[src/rtl/winocnn_pkg.sv]
// winocnn_pkg -- definitions shared by the Winograd CNN datapath blocks.
//   state_e   : data_addr_gen sweep FSM states
//   ADDR_W    : data-memory row address width
//   TILE_W    : width of the tile index / tile counter
//   TILE_ROWS : rows per Winograd F(2x2,3x3) input tile
//   TILE_STEP : row step between consecutive tiles
package winocnn_pkg;

   localparam int unsigned ADDR_W    = 8;
   localparam int unsigned TILE_W    = 7;
   localparam int unsigned TILE_ROWS = 4;
   localparam int unsigned TILE_STEP = 2;

   typedef enum logic [1:0] {
      IDLE    = 2'd0,
      ISSUE_A = 2'd1,
      ISSUE_B = 2'd2,
      DONE    = 2'd3
   } state_e;

endpackage

[src/rtl/data_addr_gen.sv]
// data_addr_gen -- row-address generator for Winograd F(2x2,3x3) input tiles.
// A sweep over a feature map of num_rows rows issues, per tile t
// (r = base_addr + 2t), pair A (r, r+1) then pair B (r+2, r+3) on the two
// data-memory read ports. All outputs are registered: start sampled in
// cycle 0 gives the first pair in cycle 2 and done in the cycle after the
// last pair.
//
// Ports:
//   clk, reset           : clock, synchronous active-high reset
//   start                : one-cycle sweep request (ignored while busy)
//   base_addr, num_rows  : first row address / map height, sampled with start
//   stall                : backpressure, freezes issue
//   addr_1_out/addr_2_out: read addresses for port 1 / port 2 (mod 256)
//   package_1/2_valid_out: address qualifiers
//   tile_idx, tile_last  : tile of the current pair / final pair of sweep
//   busy, done, cfg_err  : status; cfg_err is sticky until next legal start
//
// Build option DATA_ADDR_GEN_STATS_EN adds issue_cnt[15:0], a saturating
// count of valid pairs issued since reset.
module data_addr_gen
   import winocnn_pkg::*;
(
   input  logic              clk,
   input  logic              reset,
   input  logic              start,
   input  logic [ADDR_W-1:0] base_addr,
   input  logic [ADDR_W-1:0] num_rows,
   input  logic              stall,
   output logic [ADDR_W-1:0] addr_1_out,
   output logic [ADDR_W-1:0] addr_2_out,
   output logic              package_1_valid_out,
   output logic              package_2_valid_out,
   output logic [TILE_W-1:0] tile_idx,
   output logic              tile_last,
   output logic              busy,
   output logic              done,
   output logic              cfg_err
`ifdef DATA_ADDR_GEN_STATS_EN
   ,
   output logic [15:0]       issue_cnt
`endif
);

   state_e              state_q, state_d;
   logic [ADDR_W-1:0]   row_q, row_d;
   logic [TILE_W-1:0]   tile_q, tile_d;
   logic [TILE_W-1:0]   last_tile_q, last_tile_d;
   logic [ADDR_W-1:0]   addr_1_q, addr_1_d;
   logic [ADDR_W-1:0]   addr_2_q, addr_2_d;
   logic                valid_q, valid_d;
   logic [TILE_W-1:0]   tile_idx_q, tile_idx_d;
   logic                tile_last_q, tile_last_d;
   logic                busy_q, busy_d;
   logic                done_q, done_d;
   logic                cfg_err_q, cfg_err_d;
   logic [ADDR_W-1:0]   span;
   logic                cfg_bad;

   // Index of the last tile is (H-2)/2 - 1 = (H-4)/2.
   assign span    = num_rows - ADDR_W'(TILE_ROWS);
   assign cfg_bad = (num_rows < ADDR_W'(TILE_ROWS)) || num_rows[0];

   always_comb begin
      state_d     = state_q;
      row_d       = row_q;
      tile_d      = tile_q;
      last_tile_d = last_tile_q;
      addr_1_d    = addr_1_q;
      addr_2_d    = addr_2_q;
      tile_idx_d  = tile_idx_q;
      cfg_err_d   = cfg_err_q;
      valid_d     = 1'b0;
      tile_last_d = 1'b0;
      done_d      = 1'b0;

      case (state_q)
         IDLE: begin
            if (start) begin
               if (cfg_bad) begin
                  // Illegal geometry: flag it and finish without going busy.
                  cfg_err_d = 1'b1;
                  done_d    = 1'b1;
               end else begin
                  cfg_err_d   = 1'b0;
                  row_d       = base_addr;
                  tile_d      = '0;
                  last_tile_d = span[ADDR_W-1:1];
                  state_d     = ISSUE_A;
               end
            end
         end
         ISSUE_A: begin
            if (!stall) begin
               addr_1_d   = row_q;
               addr_2_d   = row_q + ADDR_W'(1);
               valid_d    = 1'b1;
               tile_idx_d = tile_q;
               state_d    = ISSUE_B;
            end
         end
         ISSUE_B: begin
            if (!stall) begin
               addr_1_d   = row_q + ADDR_W'(TILE_STEP);
               addr_2_d   = row_q + ADDR_W'(TILE_STEP + 1);
               valid_d    = 1'b1;
               tile_idx_d = tile_q;
               if (tile_q == last_tile_q) begin
                  tile_last_d = 1'b1;
                  state_d     = DONE;
               end else begin
                  tile_d  = tile_q + TILE_W'(1);
                  row_d   = row_q + ADDR_W'(TILE_STEP);
                  state_d = ISSUE_A;
               end
            end
         end
         DONE: begin
            done_d  = 1'b1;
            state_d = IDLE;
         end
         default: state_d = IDLE;
      endcase

      busy_d = (state_d != IDLE);
   end

   always_ff @(posedge clk) begin
      if (reset) begin
         state_q     <= IDLE;
         row_q       <= '0;
         tile_q      <= '0;
         last_tile_q <= '0;
         addr_1_q    <= '0;
         addr_2_q    <= '0;
         valid_q     <= 1'b0;
         tile_idx_q  <= '0;
         tile_last_q <= 1'b0;
         busy_q      <= 1'b0;
         done_q      <= 1'b0;
         cfg_err_q   <= 1'b0;
      end else begin
         state_q     <= state_d;
         row_q       <= row_d;
         tile_q      <= tile_d;
         last_tile_q <= last_tile_d;
         addr_1_q    <= addr_1_d;
         addr_2_q    <= addr_2_d;
         valid_q     <= valid_d;
         tile_idx_q  <= tile_idx_d;
         tile_last_q <= tile_last_d;
         busy_q      <= busy_d;
         done_q      <= done_d;
         cfg_err_q   <= cfg_err_d;
      end
   end

   assign addr_1_out          = addr_1_q;
   assign addr_2_out          = addr_2_q;
   assign package_1_valid_out = valid_q;
   assign package_2_valid_out = valid_q;
   assign tile_idx            = tile_idx_q;
   assign tile_last           = tile_last_q;
   assign busy                = busy_q;
   assign done                = done_q;
   assign cfg_err             = cfg_err_q;

`ifdef DATA_ADDR_GEN_STATS_EN
   logic [15:0] issue_cnt_q, issue_cnt_d;

   always_comb begin
      issue_cnt_d = issue_cnt_q;
      if (valid_d && (issue_cnt_q != '1))
         issue_cnt_d = issue_cnt_q + 16'd1;
   end

   always_ff @(posedge clk) begin
      if (reset) issue_cnt_q <= '0;
      else       issue_cnt_q <= issue_cnt_d;
   end

   assign issue_cnt = issue_cnt_q;
`endif

endmodule
[config.mk]
export PLATFORM = sky130hd
export DESIGN_NAME = data_addr_gen
export DESIGN_NICKNAME = d
export VERILOG_FILES = /design/src/rtl/winocnn_pkg.sv /design/src/rtl/data_addr_gen.sv
export SDC_FILE = /design/constraint.sdc
export NUM_CORES = 1
export LEC_CHECK = 0
export BUFFER_PORTS_ARGS = -buffer_cell sky130_fd_sc_hd__buf_2
export CAP_MARGIN = 15
export CORE_MARGIN = 8
export CORE_UTILIZATION = 25
export CTS_CLUSTER_DIAMETER = 30
export CTS_CLUSTER_SIZE = 20
export DETAILED_ROUTE_END_ITERATION = 8
export PLACE_DENSITY = 0.51
export SLEW_MARGIN = 40
export SYNTH_ARGS = -nofsm -noshare
export SYNTH_HDL_FRONTEND = slang
export SYNTH_SLANG_ARGS = --single-unit
[constraint.sdc]
create_clock -name clk -period 2.45 [get_ports clk]
set_input_delay 0.3675 -clock clk [delete_from_list [all_inputs] [get_ports clk]]
set_output_delay 0.3675 -clock clk [all_outputs]
set_load 0.005 [all_outputs]
======== Yosys cells after proc, flatten, opt, wreduce, memory -nomap -nowiden ========
Cells that the tools add are included.
word-level totals
  word-level logic and storage cells ...... 71
  register bits after elaboration ......... 52
  output and inout port bits .............. 29
  input bits .............................. 20
operators by class
  equal/unequal tests ..................... 9
  reductions and logical operators ........ 13
  bitwise logic cells ..................... 4
  mux-type cells .......................... 27
  add/subtract/negate cells ............... 5
  order comparisons ....................... 1
operators by type and width
  cell                                                                   count
  8-bit 2-to-1 mux                                                       8
  8-bit one-hot mux with 2 select lines                                  3
  7-bit 2-to-1 mux                                                       4
  8-bit by 2-bit adder with 8-bit output (second input constant)         2
  7-bit one-hot mux with 2 select lines                                  1
  2-bit 2-to-1 mux                                                       5
  2-bit inequality test (second input constant)                          5
  8-bit by 1-bit adder with 8-bit output (second input constant)         1
  8-bit by 3-bit < comparator with 1-bit output (second input constant)  1
  2-bit one-hot mux with 4 select lines                                  1
  8-bit by 3-bit subtractor with 8-bit output (second input constant)    1
  7-bit by 1-bit adder with 7-bit output (second input constant)         1
  7-bit == test                                                          1
  3-bit AND reduction                                                    2
  2-bit nonzero test                                                     3
  5-bit AND reduction                                                    1
  2-bit == test (second input constant)                                  2
  1-bit 2-to-1 mux                                                       4
  1-bit NOT                                                              4
  2-bit AND reduction                                                    2
  2-bit OR reduction                                                     2
  3-bit OR reduction                                                     1
  2-bit by 1-bit == test with 1-bit output (second input constant)       1
  2-bit logical NOT                                                      1
  other kinds (2)                                                        2

======== Longest topological paths before layout ========
Gate-level depths: netlist of run 1.
  depth in word-level cells ............... 6
  gate-level depth with buffers ........... 9
  gate-level depth less buffers ........... 7

======== Worst setup path after synthesis of run 1 ========
OpenSTA, ideal clock, no wires.
  kind .................................... input port to flip-flop
  start point ............................. input num_rows[2]
  end point ............................... register tile_q[2]
  stages .................................. 8
  arrival time ............................ 1.838 ns
  setup slack ............................. 0.495 ns
  data required time ...................... 2.333 ns
  path buffers ............................ 1
  library setup time ...................... 0.117 ns
  cells stage by stage .................... inv_1 -> ha_1 -> nor3b_2 -> a211oi_4 -> a2bb2oi_2 -> buf_2 -> nand2_1 -> a32o_1
between the ends
  cells in the longest elaborated chain, start to end .. 4
ends and longest elaborated chain
  item                                           RTL line              text
  from (decl)                                    data_addr_gen.sv:27   input logic [ADDR_W-1:0] num_rows,
  8-bit by 3-bit < comparator with 1-bit output  data_addr_gen.sv:61   assign cfg_bad = (num_rows < ADDR_W'(TILE_ROWS)) || num_rows[0];
  1-bit logical OR                               data_addr_gen.sv:61
  2-bit inequality test (no line)                -
  5-bit AND reduction (no line)                  -
  to (signal assigned)                           data_addr_gen.sv:144  tile_q <= tile_d;
  to (decl)                                      data_addr_gen.sv:46   logic [TILE_W-1:0] tile_q, tile_d;
Every way passes these cells.
A chain may end at the register's enable or synchronous reset.

======== Worst setup path in the final report of run 1 ========
  start point ............................. register state_q[0]
  end point ............................... register row_q[5]
between the ends
  cells in the longest elaborated chain, start to end .. 3
  elaborated cells between the ends (all ways) .. 9
  classes of those cells .................. 5 x eq/ne; 1 x mux; 3 x reduce/logical
ends and longest elaborated chain
  item                                                                   RTL line              text
  from (decl)                                                            data_addr_gen.sv:44   state_e state_q, state_d;
  from (signal assigned)                                                 data_addr_gen.sv:142  state_q <= state_d;
  2-bit == test or 2-bit logical NOT (tied branches)                     data_addr_gen.sv:76   case (state_q)
  2-bit inequality test (no line) or 2-bit nonzero test (tied branches)  -
  5-bit AND reduction (no line)                                          -
  to (signal assigned)                                                   data_addr_gen.sv:143  row_q <= row_d;
  to (decl)                                                              data_addr_gen.sv:45   logic [ADDR_W-1:0] row_q, row_d;
Several ways; a longest one is shown, not always the timed one.

==> flow_metrics.py, run 1 <==
metrics = {
    "run_status": {
        "status": "finished clean",
    },
    "power_and_ir_drop": {
        "combPwrFrac_pct": 16.2,
        "p_clk_share_pct": 30.1,
        "seqPwrFrac_pct": 53.7,
        "leakage_nw": 1.19,
        "p_per_area_mw_per_mm2": 555,
        "vdd_drop_max_v": 0.000225,
        "p_int_mw": 1.24,
        "power_switching_uw": 486,
        "swShare_pct": 28.2,
        "p_total_mw": 1.72,
    },
    "placed_design": {
        "dp.cells": 481,
        "gp_congestion": 0.779,
        "dp_hpwl_um": 5300,
        "portBuffers": 48,
        "placed_area_mm2": 0.00302,
    },
    "cts": {
        "cts_root_buffer": "clkbuf_8",
        "cts_tree": "yes",
        "clock_sinks": 52,
        "numCtsBuffers": 5,
        "cts_hold_buffers": 0,
        "postCtsSetupRepairBufs": 0,
        "path_clk_slew_ns": 0.10,
        "cts_resized": 0,
        "clock_latency_ns": 0.31,
        "cts.path.max_buffers": 2,
        "cts-htree-levels": 2,
    },
    "die": {
        "ios": 49,
        "fp.dieW_um": 119,
        "core_area_mm2": 0.0103,
        "start_util_pct": 25.7,
        "die_area_mm2": 0.0142,
        "die_h_um": 119,
        "rows": 37,
    },
    "layout": {
        "multiInputGateArea_mm2": 0.00145,
        "fillers": 1114,
        "final_area_mm2": 0.00311,
        "drive_above_1_share_pct": 22.7,
        "final_util_pct": 30.1,
        "seq_area_mm2": 0.00104,
        "layout.nets": 381,
        "layout_common_cells": "52 x dfxtp_1, 48 x buf_2, 35 x nor2_1",
        "diodes": 0,
        "syn_to_final_growth_pct": 17.2,
        "fin_cells": 489,
        "final_common_cell": "dfxtp_1",
    },
    "synth": {
        "syn_area_mm2": 0.00265,
        "ys_seq_area_share_pct": 39.2,
        "ys.warnings.count": 0,
        "ys_ff_latch": 52,
        "synth_top_area_share_pct": 39.2,
        "synth.area.top_cells": "dfxtp_1 39%, a211oi_1 5.4%, nor2_1 5.1%",
        "netlist-cell-type-count": 47,
        "synth-edff-count": 0,
        "synth_area_leader_cell": "dfxtp_1",
        "synthFlopType": "dfxtp_1",
        "synth_fp_nets": 341,
        "synthArstFlopShare_pct": 0,
        "syn_area_per_cell_um2": 8.50,
        "synthCells": 312,
    },
    "global_routing": {
        "grt_pass1_vias": 2313,
        "grt_pass1_wl_um": 11700,
        "antenna_found_initial": 0,
        "grt_max_degree": 47,
        "overflow": 0,
        "grt.total_usage_pct": 9.90,
    },
    "job": {
        "drv_cap": 0,
    },
    "route": {
        "drc": 0,
        "via_count": 2314,
        "routed_wl_um": 6950,
        "antenna_left": 0,
        "drt_iter0_drc": 141,
        "viasPerCell": 4.73,
        "wl_per_cell_um": 14.2,
        "first_pass_iters": 4,
    },
    "timing": {
        "max_slew_margin_pct": 66.2,
        "rsz0062_at_grt": "false",
        "finalCriticalPeriod_ns": 2.07,
        "fmax_mhz": 483,
        "setup_viol": 0,
        "tightest_slew_ns": 0.507,
        "slew_viol_final": 0,
        "fin_crit_sh_pct": 84.6,
        "setup_tns_ns": 0,
        "skew_ns": 0.00534,
        "hold_viol_final": 0,
    },
    "setup_path": {
        "end_kind": "flop",
        "critPathLaunchType": "flop",
        "cp_cell_sequence": "inv_1 -> ha_1 -> inv_1 -> nor4b_2 -> a22o_1 -> nor2_1 -> a31o_2",
        "r2r_cells": 7,
        "worst_ep_required_time_ns": 2.65,
        "max_stage_delay_ns": 0.38,
        "cp_top_family": "compound AO/OA/AOI/OAI gates",
        "path_max_fanout": 10,
        "critPathArrivalTime_ns": 2.28,
        "worst_path_max_delay_cell": "a22o_1",
        "path_depth": 7,
        "criticalPathCategory": "reg -> reg",
        "critPathBufInv": 2,
        "crit_top_cell": "inv_1",
    },
    "min_path": {
        "hold_depth": 2,
        "worst_hold_path_type": "in -> reg",
    },
}
[power groups by stage]
stage / clock network (mW) / registers [mW] / logic (mW)
6_report: 0.520 / 0.926 / 0.279
5_1_grt: 0.576 / 0.933 / 0.317
2_1_floorplan: 0 / 0.936 / 0.197
3_3_place_gp: 0 / 0.944 / 0.280
4_1_cts: 0.541 / 0.927 / 0.283
3_5_place_dp: 0 / 0.947 / 0.282
[synth_stat cells, types with 4 or more instances]
| master | count |
|---|---|
| xor2_1 | 12 |
| buf_2 | 4 |
| nor2_1 | 36 |
| dfxtp_1 | 52 |
| a31oi_1 | 4 |
| clkbuf_1 | 13 |
| nand3_1 | 5 |
| o21ai_0 | 15 |
| ha_1 | 8 |
| nand2_1 | 33 |
| nand4_1 | 5 |
| mux2i_1 | 5 |
| inv_1 | 12 |
| a211oi_1 | 19 |
| a21oi_1 | 21 |
| nor3_1 | 10 |
| xnor2_1 | 10 |
[stage by stage]
stage	setup slack, ns	hold slack [ns]
floorplan	0.495	0.453
detailed placement	0.365	0.448
global placement	0.432	0.451
finish	0.378	0.262
global route	0.212	0.283
CTS	0.395	0.255
[metal layers]
layer  routed length [um]  global-route usage (%)  vias up  part of all wire (%)
met5                    0                       0        -                     0
met4                  133                    3.40        0                   1.9
met3                  345                    2.93       11                   5.0
met2                 3280                    16.2       53                    47
met1                 3200                    12.1     1077                    46
li1                     -                       -     1173                     -
[registers in the layout (all words and copies together) (netlist names)]
| signal | cells |
|---|---|
| addr_1_out | 8 |
| addr_2_out | 8 |
| busy | 1 |
| cfg_err | 1 |
| done | 1 |
| last_tile_q | 7 |
| package_1_valid_out | 1 |
| row_q | 8 |
| state_q | 2 |
| tile_idx | 7 |
| tile_last | 1 |
| tile_q | 7 |
[logic make-up after synthesis]
group	Yosys count	share of synthesized area, %
DFF	52	39.2
xor gates and xnor gates	22	7.26
buffers and inverters	36	6.13
AOI/OAI and AO/OA	83	21.8
muxes	6	2.31
adders and majority gates	9	4.53
and+or+nand+nor	104	18.7
[worst paths after layout]
path                                               start  slack (ns)                     endpoint
worst max-delay path               state_q[0]$_SDFF_PP0_        0.38        row_q[5]$_SDFFE_PP0P_
worst min-delay path                         num_rows[2]        0.26  last_tile_q[1]$_SDFFE_PP0P_
worst max register to register     state_q[0]$_SDFF_PP0_        0.38        row_q[5]$_SDFFE_PP0P_
worst min register to register  tile_idx[1]$_SDFFE_PP0P_        0.46     tile_idx[1]$_SDFFE_PP0P_
[layout make-up]
class | instances | area share [%]
tap | 136 | 5.47
sequential | 52 | 33.5
clock buffer | 7 | 2.78
inverter | 12 | 1.45
clock inverter | 1 | 0.241
timing repair buffer | 57 | 9.90
multi-input combinational | 224 | 46.7
Power figures use the tool's default switching activity.
==> run 2: changes to the inputs <==
--- a/config.mk
+++ b/config.mk
@@ -5,6 +5,7 @@
 export SDC_FILE = /design/constraint.sdc
 export NUM_CORES = 1
 export LEC_CHECK = 0
+export ABC_AREA = 1
 export BUFFER_PORTS_ARGS = -buffer_cell sky130_fd_sc_hd__buf_2
 export CAP_MARGIN = 15
 export CORE_MARGIN = 8
==> constraint.sdc (replaced) <==
create_clock -name clk -period 2.1 [get_ports clk]
set_input_delay 0.315 -clock clk [delete_from_list [all_inputs] [get_ports clk]]
set_output_delay 0.315 -clock clk [all_outputs]
set_load 0.005 [all_outputs]
==> flow_metrics.py, run 2 <==
metrics = {
    "placed_design": {
        "placed_area_mm2": 0.00305,
        "dp_hpwl_um": 5320,
        "pre_cts_ws_ns": 0.169,
        "gp_congestion": 0.792,
        "portBuffers": 48,
    },
    "layout": {
        "diodes": 0,
        "syn_to_final_growth_pct": 19.6,
        "fillers": 1129,
        "final_common_cell": "nand2_1",
        "drive_above_1_share_pct": 17.2,
        "layout.nets": 463,
        "final_area_mm2": 0.00317,
        "layout_common_cells": "86 x nand2_1, 51 x dfxtp_1, 48 x inv_1, 48 x nor2_1, 48 x buf_2",
    },
    "setup_path": {
        "path_max_fanout": 15,
        "end_kind": "flop",
        "worst_ep_required_time_ns": 2.30,
        "criticalPathCategory": "reg -> reg",
        "critPathLaunchType": "flop",
        "critPathArrivalTime_ns": 2.12,
    },
    "route": {
        "antenna_left": 0,
        "via_count": 2490,
        "wl_per_cell_um": 12.2,
        "viasPerCell": 4.36,
        "drt_iter0_drc": 177,
        "drc": 0,
        "first_pass_iters": 4,
        "routed_wl_um": 6980,
    },
    "synth": {
        "synth_fp_nets": 417,
        "syn_area_mm2": 0.00265,
        "ys_ff_latch": 52,
        "ys.warnings.count": 0,
        "ys_seq_area_share_pct": 39.3,
        "synth_xor_area_share_pct": 3.31,
        "synthSimpleGateAreaFrac_pct": 25.6,
        "synth_area_leader_cell": "dfxtp_1",
        "synth_compound_area_share_pct": 17.0,
        "synthAdderAreaFrac_pct": 4.53,
        "syn_area_per_cell_um2": 6.83,
        "synth_top_family_by_area": "simple AND/OR/NAND/NOR gates",
        "synthFlopType": "dfxtp_1",
        "synth-edff-count": 0,
        "synthMuxAreaShare_pct": 0,
        "synthArstFlopShare_pct": 0,
        "synthCells": 388,
        "netlist-cell-type-count": 32,
        "synth.area.top_cells": "dfxtp_1 39%, nand2_1 12%, a21oi_1 7.0%",
        "synth_most_common_cell": "nand2_1",
        "synth.top_cells.by_count": "86 x nand2_1, 52 x dfxtp_1, 49 x nor2_1",
        "synth_top_area_share_pct": 39.3,
    },
    "cts": {
        "postCtsSetupRepairBufs": 0,
        "clock_latency_ns": 0.31,
        "cts_tree": "yes",
        "cts.path.max_buffers": 2,
        "cts-htree-levels": 2,
        "numCtsBuffers": 5,
        "clock_sinks": 52,
        "path_clk_slew_ns": 0.09,
        "cts_root_buffer": "clkbuf_8",
    },
    "die": {
        "fp.dieW_um": 119,
        "rows": 37,
        "die_area_mm2": 0.0142,
        "ios": 49,
        "core_area_mm2": 0.0103,
        "die_h_um": 119,
        "start_util_pct": 25.7,
    },
    "timing": {
        "hold_viol_final": 0,
        "fmax_mhz": 522,
        "max_slew_margin_pct": 65.9,
        "setup_viol": 0,
        "tightest_slew_ns": 0.510,
        "fin_crit_sh_pct": 91.2,
        "slew_viol_final": 0,
        "finalCriticalPeriod_ns": 1.91,
        "hold_ws_ns": 0.249,
        "rsz0062_at_grt": "true",
        "setup_slack_ns": 0.185,
        "skew_ns": 0.0110,
    },
    "power_and_ir_drop": {
        "leakage_nw": 1.55,
        "power_switching_uw": 673,
        "p_int_mw": 1.60,
        "seqPwrFrac_pct": 50.1,
        "p_clk_share_pct": 30.8,
        "vdd_drop_max_v": 0.000355,
        "combPwrFrac_pct": 19.1,
        "p_total_mw": 2.27,
        "p_per_area_mw_per_mm2": 716,
        "swShare_pct": 29.6,
    },
    "global_routing": {
        "overflow": 0,
        "grt_pass1_wl_um": 12200,
        "antenna_found_initial": 0,
        "grt.total_usage_pct": 10.2,
        "grt_pass1_vias": 2606,
        "grt_max_degree": 31,
    },
    "run_status": {
        "status": "finished clean",
    },
    "min_path": {
        "worst_hold_path_type": "in -> reg",
    },
    "job": {
        "drv_cap": 0,
    },
}
[run 2: layer usage]
layer  track usage, %  vias to the layer above  share of wire (%)
met5                0                        -                  0
met4             3.32                        0                1.2
met3             2.83                        8                4.4
met2             16.7                       50                 44
met1             12.7                     1107                 50
li1                 -                     1325                  -
[run 2: cell type report]
cell class,instances,area (um2),area share [%]
Clock buffer,5,68.8,2.17
Clock inverter,3,42.5,1.34
Inverter,51,193,6.08
Multi-Input combinational cell,268,1340,42.3
Sequential cell,52,1040,32.9
Tap cell,136,170,5.37
Timing Repair Buffer,56,313,9.87
[run 2: worst max-delay path, cell delays in order, from the launching register on]
cell and delay (ns):
dfxtp_2 0.34, inv_1 0.12, ha_1 0.20, inv_1 0.13
buf_4 0.18, a21oi_1 0.13, nand2_1 0.07, nor2_1 0.11
nand2_2 0.09, nand2_4 0.17, inv_2 0.11, nor2_1 0.11
nor2_1 0.05
[run 2: cell families (layout without fill, tap and decap cells)]
family                   Yosys count  after routing
AND/OR/NAND/NOR                  166            166
AO/OA/AOI/OAI                     83             83
buffers and inverters             68            115
flip-flops                        52             52
XOR/XNOR                          10             10
adder cells (fa/ha/maj)            9              9
[run 2: per-stage QoR]
step                std cells  setup TNS [ns]  util [%]
floorplan                 388               0         -
detailed placement        563               0      29.6
CTS                       571               0      30.7
finish                    571               0      30.7
global route              571         -0.0160      30.7
global placement          563               0      29.6
[run 2: power groups by stage]
stage | sequential (mW) | combinational (mW) | clock [mW]
after global placement | 1.16 | 0.432 | 0
after global routing | 1.15 | 0.510 | 0.754
after detailed placement | 1.16 | 0.436 | 0
after floorplan | 1.15 | 0.293 | 0
final | 1.14 | 0.434 | 0.700
after CTS | 1.14 | 0.440 | 0.726
[run 2: path summary, 6_finish.rpt]
check / startpoint / cells after the start / slack, ns / end
worst min register to register: addr_2_out[0]$_SDFFE_PP0P_ / 2 / 0.47 / addr_2_out[0]$_SDFFE_PP0P_
worst max register to register: state_q[0]$_SDFF_PP0_ / 12 / 0.19 / row_q[1]$_SDFFE_PP0P_
worst min-delay path: stall / 2 / 0.25 / tile_last$_SDFF_PP0_
worst max-delay path: state_q[0]$_SDFF_PP0_ / 12 / 0.19 / row_q[1]$_SDFFE_PP0P_
[run 2: timing repair]
item | 4_1_cts | 5_1_grt
setup endpoints to repair | 0 | 6
resized for setup | 0 | 4
hold buffers | 0 | 0
endpoints found under the hold margin | 0 | 0
==> run 3: changes to the inputs <==
--- a/config.mk
+++ b/config.mk
@@ -9,11 +9,11 @@
 export BUFFER_PORTS_ARGS = -buffer_cell sky130_fd_sc_hd__buf_2
 export CAP_MARGIN = 15
 export CORE_MARGIN = 8
-export CORE_UTILIZATION = 25
+export CORE_UTILIZATION = 50
 export CTS_CLUSTER_DIAMETER = 30
 export CTS_CLUSTER_SIZE = 20
 export DETAILED_ROUTE_END_ITERATION = 8
-export PLACE_DENSITY = 0.51
+export PLACE_DENSITY = 0.82
 export SLEW_MARGIN = 40
 export SYNTH_ARGS = -nofsm -noshare
 export SYNTH_HDL_FRONTEND = slang
==> flow_metrics.py, run 3 (same netlist as run 2, synthesis figures left out) <==
metrics = {
    "global_routing": {
        "grt.total_usage_pct": 16.7,
        "grt_pass1_vias": 2457,
        "grt_max_degree": 41,
        "overflow": 0,
        "antenna_found_initial": 0,
        "grt_pass1_wl_um": 10500,
    },
    "timing": {
        "max_slew_margin_pct": 67.3,
        "fmax_mhz": 522,
        "slew_viol_final": 0,
        "finalCriticalPeriod_ns": 1.92,
        "setup_viol": 0,
        "skew_ns": 0.00740,
        "rsz0062_at_grt": "false",
        "hold_viol_final": 0,
        "tightest_slew_ns": 0.490,
        "setup_tns_ns": 0,
        "fin_crit_sh_pct": 91.2,
    },
    "setup_path": {
        "reg2reg_from": "state_q[0]$_SDFF_PP0_",
        "critPathBufInv": 3,
        "cp_cell_sequence": "inv_1 -> ha_1 -> buf_4 -> ha_1 -> nand3_1 -> nand2_1 -> nand2_1 -> nor2_1 -> xor2_1 -> o21ai_0 -> inv_1",
        "critPathArrivalTime_ns": 2.13,
        "rr_endpoint": "addr_2_out[7]$_SDFFE_PP0P_",
        "cp_top_family": "adder cells",
        "end_kind": "flop",
        "max_stage_delay_ns": 0.37,
        "reg2reg_slack_ns": 0.18,
        "path_depth": 11,
        "critPathLaunchType": "flop",
        "worst_path_max_delay_cell": "dfxtp_1",
        "worst_ep_required_time_ns": 2.31,
        "worstSetupStartpoint": "state_q[0]$_SDFF_PP0_",
        "criticalPathCategory": "reg -> reg",
        "path_max_fanout": 12,
        "r2r_cells": 11,
        "critPathCapture": "addr_2_out[7]$_SDFFE_PP0P_",
    },
    "route": {
        "antenna_left": 0,
        "drt_iter0_drc": 106,
        "first_pass_iters": 4,
        "drc": 0,
        "wl_per_cell_um": 12.0,
        "viasPerCell": 5.06,
        "via_count": 2555,
        "routed_wl_um": 6070,
    },
    "cts": {
        "cts_tree": "yes",
        "path_clk_slew_ns": 0.09,
        "cts_root_buffer": "clkbuf_8",
        "cts-htree-levels": 2,
        "clock_latency_ns": 0.31,
        "clock_sinks": 52,
        "cts.path.max_buffers": 2,
        "numCtsBuffers": 5,
    },
    "layout": {
        "syn_to_final_growth_pct": 15.2,
        "layout_common_cells": "86 x nand2_1, 52 x dfxtp_1, 49 x nor2_1",
        "diodes": 0,
        "layout.nets": 463,
        "drive_above_1_share_pct": 16.6,
        "final_common_cell": "nand2_1",
        "final_area_mm2": 0.00305,
        "final_util_pct": 59.8,
    },
    "die": {
        "rows": 26,
        "core_area_mm2": 0.00511,
        "start_util_pct": 51.9,
        "die_area_mm2": 0.00789,
        "fp.dieW_um": 88.8,
        "ios": 49,
        "die_h_um": 88.8,
    },
    "job": {
        "drv_cap": 0,
    },
    "power_and_ir_drop": {
        "leakage_nw": 1.54,
        "p_per_area_mw_per_mm2": 702,
        "vdd_drop_max_v": 0.000284,
    },
    "placed_design": {
        "dp_hpwl_um": 4590,
        "portBuffers": 48,
        "gp_congestion": 0.909,
        "placed_area_mm2": 0.00296,
    },
    "min_path": {
        "worst_hold_path_type": "in -> reg",
    },
    "run_status": {
        "status": "finished clean",
    },
}
-- run 3: cell type report --
type	count	area (um2)
clock buffers	6	82.6
clock inverters	2	10.0
fillers	506	2050
inverters	51	195
multi-input cells	268	1340
flip-flops and latches	52	1040
well taps	70	87.6
repair buffers	56	300
-- run 3: stage by stage --
step                      instances  setup WS (ns)  hold WS (ns)  power (mW)
after floorplan                 388          0.138         0.394        1.44
after global placement          497          0.299         0.452        1.56
after detailed placement        497          0.211         0.454        1.58
after CTS                       505          0.181         0.241        2.16
after global routing            505         0.0314         0.249        2.28
final                           505          0.184         0.260        2.14
-- run 3: report_power, final --
part | internal, mW | switching, mW | total (mW)
registers | 1.07 | 0.0630 | 1.13
clock network | 0.264 | 0.321 | 0.585
logic | 0.170 | 0.255 | 0.425
total | 1.50 | 0.640 | 2.14
-- run 3: routing by layer --
layer	wire [um]	vias to the layer above	track usage, %	part of all wire, %
met5	0	-	0	0
met2	3140	79	31.1	52
met1	2430	1139	17.7	40
met3	415	9	2.69	6.8
met4	85	0	7.83	1.4
li1	-	1328	-	-
-- run 3: worst min-delay path by stage --
stage,from,end,slack (ns),cells past startpoint
3_3_place_gp,addr_2_out[0]$_SDFFE_PP0P_,addr_2_out[0]$_SDFFE_PP0P_,0.45,2
4_1_cts,stall,tile_last$_SDFF_PP0_,0.24,2
5_1_grt,stall,tile_last$_SDFF_PP0_,0.25,2
6_report,stall,tile_last$_SDFF_PP0_,0.26,2
3_5_place_dp,addr_2_out[0]$_SDFFE_PP0P_,addr_2_out[0]$_SDFFE_PP0P_,0.45,2
2_1_floorplan,stall,tile_last$_SDFF_PP0_,0.39,1
-- run 3: what timing repair did --
item                                   in CTS  in global routing
resized for setup                           0                  1
buffers inserted                            0                  0
endpoints found under the hold margin       0                  0
setup endpoints to repair                   0                  2
hold buffers                                0                  0
